==> src/rtl/top.sv <==
// rtl/top.sv - rotary-encoder demo: synchronisers, glitch filter, quadrature step decoder, LED ring
// A rising edge of the filtered A channel makes one step; the filtered B level at that edge sets the direction.
module top #(
  parameter int          FILTER_CYCLES = 0,
  parameter logic [7:0]  LIGHT_RESET   = 8'h01
) (
  input  logic       clk,
  input  logic       nrst,
  input  logic       rotA,
  input  logic       rotB,
  output logic [7:0] light
);

  localparam int CNT_W = (FILTER_CYCLES > 1) ? $clog2(FILTER_CYCLES) : 1;

  // Channel vectors are packed {B, A}.
  logic [1:0] sync1;
  logic [1:0] sync2;
  logic [1:0] sync_vld;
  logic [1:0] filt;
  logic       a_prev;
  logic       arm;
  logic       a_rise;

  always_ff @(posedge clk) begin
    if (nrst) begin
      sync1    <= 2'b00;
      sync2    <= 2'b00;
      sync_vld <= 2'b00;
    end else begin
      sync1    <= {rotB, rotA};
      sync2    <= sync1;
      sync_vld <= {sync_vld[0], 1'b1};
    end
  end

  genvar ch;
  generate
    for (ch = 0; ch < 2; ch++) begin : g_chan
      if (FILTER_CYCLES == 0) begin : g_bypass
        assign filt[ch] = sync2[ch];
      end else begin : g_filter
        logic [CNT_W-1:0] cnt;
        logic             level;

        // A level is accepted only after FILTER_CYCLES consecutive disagreeing samples.
        always_ff @(posedge clk) begin
          if (nrst) begin
            cnt   <= '0;
            level <= 1'b0;
          end else if (sync2[ch] == level) begin
            cnt <= '0;
          end else if (cnt == CNT_W'(FILTER_CYCLES - 1)) begin
            cnt   <= '0;
            level <= sync2[ch];
          end else begin
            cnt <= cnt + 1'b1;
          end
        end

        assign filt[ch] = level;
      end
    end
  endgenerate

  // The reset-zeroed synchroniser does not count as seeing A low; arm waits for a real low sample.
  always_ff @(posedge clk) begin
    if (nrst) begin
      a_prev <= 1'b0;
      arm    <= 1'b0;
    end else begin
      a_prev <= filt[0];
      if (sync_vld[1] && !sync2[0] && !filt[0]) begin
        arm <= 1'b1;
      end
    end
  end

  assign a_rise = filt[0] & ~a_prev & arm;

  always_ff @(posedge clk) begin
    if (nrst) begin
      light <= LIGHT_RESET;
    end else if (a_rise) begin
      if (filt[1]) begin
        light <= {light[6:0], light[7]};
      end else begin
        light <= {light[0], light[7:1]};
      end
    end
  end

endmodule

==> config.mk <==
export PLATFORM = sky130hd
export DESIGN_NAME = top
export DESIGN_NICKNAME = d
export VERILOG_FILES = /design/src/rtl/top.sv
export SDC_FILE = /design/constraint.sdc
export NUM_CORES = 1
export LEC_CHECK = 0
export ABC_AREA = 1
export CAP_MARGIN = 20
export CORE_UTILIZATION = 40
export DETAILED_ROUTE_END_ITERATION = 10
export PLACE_DENSITY = 0.73
export SLEW_MARGIN = 20
export SYNTH_ARGS = -nofsm -noshare
export SYNTH_HDL_FRONTEND = slang
export SYNTH_SLANG_ARGS = --single-unit
export TNS_END_PERCENT = 20
==> constraint.sdc <==
create_clock -name clk -period 0.9 [get_ports clk]
set_input_delay 0.18 -clock clk [delete_from_list [all_inputs] [get_ports clk]]
set_output_delay 0.18 -clock clk [all_outputs]
set_load 0.01 [all_outputs]
Word level (Yosys, flattened, before mapping)
Index checks and enable logic that the tools add are counted.
Widths: inputs -> output; s select.
- output and inout port bits: 8
- input bits: 4
- register bits: 16
- reduce and logical (&&, ||, !) cells: 3
- bitwise logic cells: 3
- muxes and demuxes: 2
- operators with widths (operator ; number):
    $mux 8 ; 1
    $and 1x1->1 ; 2
    $logic_and 1x1->1 ; 2
    $logic_not 1->1 ; 1
    $mux 1 ; 1
    $not 1->1 ; 1

Logic depth before layout (Yosys ltp)
- word-level depth: 3
- mapped depth: 6
- mapped depth without buffers: 5

Least setup slack after synthesis
No wires, ideal clock.
- path kind: register to register
- from: register arm
- to: register light[1]
- required time: 0.787 ns
- cell stages (with the launch flop): 5
- path slack: 0.035 ns
- clock period less this slack: 0.865 ns
- library setup time: 0.113 ns
- arrival time: 0.752 ns
- path buffers: 1
- path through: dfxtp_1 nand3_2 buf_6 nor2_1 nor2_1
- longest elaborated chain between the ends: 1
- RTL lines (element ; RTL line ; source):
    start, declared ; 22 ; logic arm;
    start signal, assigned ; 70 ; arm <= 1'b0;
    start signal, assigned ; 74 ; arm <= 1'b1;
    $and 1x1->1 ; 79 ; assign a_rise = filt[0] & ~a_prev & arm;
    end signal, assigned ; 86 ; light <= {light[6:0], light[7]};
    end signal, assigned ; 88 ; light <= {light[0], light[7:1]};
    end, declared ; 11 ; output logic [7:0] light
No other way between the ends.
A chain may end at the register's enable or synchronous reset.

Worst setup path after layout
- from: register light[0]
- to: output light[0]
No word-level cell between the ends.

==> metrics.yaml <==
floorplanning:
  start_util_pct: 43.5
  placementRows: 14
  die_area_um2: 1820
  io-pin-count: 12
  core-area_um2: 1520
  fp.dieW_um: 42.7
  die_height_um: 42.7
placed_design:
  gp_congestion: 0.712
  hpwl_um: 919
  place_area_um2: 882
  portBuffers: 11
  place_ws_ns: -0.138
finish:
  area_growth_pct: 43.4
  fillers: 147
  n_antenna_cell: 0
  final_layout_size_suffix_gt1_share_pct: 36.5
  fin_area_um2: 951
  nNetsFinal: 131
clock_network:
  cts_tree: "done"
  cts_buffer_depth: 2
  clock_latency_ns: 0.29
  cts_root_buffer: "clkbuf_4"
  htreeDepth: 1
  numCtsBuffers: 3
  cts.sinks: 16
  cts_hold_buf: 0
  clkTransAtPathRegs_ns: 0.09
global_routing:
  grt_pass1_wl_um: 2150
  antenna_found_initial: 0
  grt_pass1_vias: 578
  track_usage_pct: 16.1
  overflow: 0
  grt_max_degree: 16
sta:
  setup_viol_count_final: 8
  fmax_ghz: 1.09
  clock_skew_ns: 0.00286
  min_period_ns: 0.917
  grt_setup_unrepaired: "yes"
  relSlewSlack_pct: 89.3
  worst_pin_slew_ns: 0.160
  finalCritPeriodShare_pct: 102
  timing.hold.ws_ns: 0.400
  fin_ws_ns: -0.0171
  timing.final.hold_violations: 0
  slew_viol_final: 0
synthesis:
  synth_area_leaders: "dfxtp_1 48%, nand2_1 22%, nor2_1 12%"
  ys_top_cells_by_count: "39 x nand2_1, 22 x nor2_1, 16 x dfxtp_1"
  synth_warnings: 0
  synth_seq_cells: 16
  synth_most_common_cell: "nand2_1"
  yosys.area.top_type: "dfxtp_1"
  yosysUniqueCellTypes: 11
  yosysTopAreaCellShare_pct: 48.3
  yosysSeqAreaShare_pct: 48.3
  async_flop_share_pct: 0
  ys.flop_type: "dfxtp_1"
  netlist_instances: 101
  synthesis.area_um2: 663
  synth_fp_nets: 105
  syn_avg_cell_area_um2: 6.57
  synth_enable_flop_cells: 0
setup_path:
  worstPathCellList: "buf_6"
  start_kind: "flip-flop"
  path_class: "flip-flop to output port"
  endpoint_kind: "output port"
  cp_slowest_cell: "dfxtp_2"
  crit_family: "flip-flops"
  path_buf_inv: 1
  crit_fanout: 2
  cp.arrival_ns: 0.74
  cp_data_required_time_ns: 0.72
  max_stage_delay_ns: 0.34
detailed_routing:
  totalWireLength_um: 1250
  avgRoutedWirePerCell_um: 8.79
  drc: 0
  vias_per_cell: 4.40
  drtPass1Iterations: 2
  first_iter_violations: 7
  ant_nets: 0
  num_vias: 625
pwr:
  p_total_mw: 1.34
  leakage_nw: 0.517
  vdd_drop_max_v: 0.00102
  power_density_nw_per_um2: 1410
outcome:
  failed_checks: "setup timing"
  outcome: "finished, violations left"
worst_hold_path:
  hp-class: "input port to flip-flop"
run:
  cap_violations: 0
[registers in the layout (all words and copies together), names as in the netlist]
register  count
a_prev        1
arm           1
filt          2
light         8
sync1         2
sync_vld      2
[worst paths after layout]
path | start | to | slack, ns | cells past startpoint
setup / recovery | light[0] | light[0] | -0.02 | 1
hold / removal | rotA | sync1[0] | 0.40 | 3
setup reg to reg | a_prev | light[7] | 0.04 | 5
hold reg to reg | sync1[0] | filt[0] | 0.40 | 2
[cell usage in the layout (no fill, tap or decap)]
| master | count |
|---|---|
| a21oi_1 | 1 |
| buf_12 | 1 |
| buf_4 | 12 |
| buf_6 | 8 |
| clkbuf_4 | 3 |
| clkbuf_8 | 1 |
| clkdlybuf4s50_1 | 3 |
| dfxtp_1 | 4 |
| dfxtp_2 | 12 |
| inv_1 | 13 |
| inv_2 | 3 |
| nand2_1 | 36 |
| nand2_2 | 5 |
| nand3_1 | 1 |
| nand3_2 | 1 |
| nor2_1 | 22 |
[final cells by class]
type / instances / area [um^2] / share of cell area [%]
clock buffers: 4 / 36.3 / 3.82
inverters: 16 / 60.1 / 6.32
multi-input cells: 66 / 269 / 28.3
flip-flops and latches: 16 / 335 / 35.3
well taps: 16 / 20.0 / 2.11
repair buffers: 24 / 230 / 24.2
[timing repair]
action | CTS | global route
hold endpoints to repair | 0 | 0
resized for setup | 48 | 7
setup endpoints to repair | 8 | 16
buffers inserted | 1 | 0
pin swaps | 0 | 3
[layer usage]
layer / wire length [um] / part of all wire [%] / global-route usage [%] / vias to the layer above
met3: 34 / 2.7 / 5.11 / 4
met5: 0 / 0 / 0 / -
li1: - / - / - / 341
met1: 536 / 43 / 16.3 / 270
met4: 29 / 2.3 / 11.3 / 0
met2: 649 / 52 / 27.6 / 10
[per-stage QoR]
stage / TNS (ns) / util [%] / instances
6_report: -0.0636 / 62.4 / 142
5_1_grt: -0.429 / 62.4 / 142
4_1_cts: -0.177 / 62.1 / 143
3_5_place_dp: -2.56 / 57.9 / 138
3_3_place_gp: -2.03 / 57.9 / 138
2_1_floorplan: 0 / - / 101
[power breakdown]
part	switching, mW	total (mW)	internal [mW]
clock	0.221	0.468	0.247
combinational	0.0583	0.123	0.0649
sequential	0.0132	0.748	0.735
[worst reg2reg max path: cells and delay by family, from the launching register on]
family | cells | cell delay [ns]
and+or+nand+nor | 3 | 0.23
buffers and inverters | 2 | 0.20
DFF | 1 | 0.33
[logic make-up after synthesis]
kind of cell           after synthesis  synth area share, %
AO/OA/AOI/OAI                        1                0.754
AND/OR/NAND/NOR                     65                 38.7
flip-flops                          16                 48.3
buffers and inverters               19                 12.3
No activity file was read; power rests on OpenSTA's default activity.
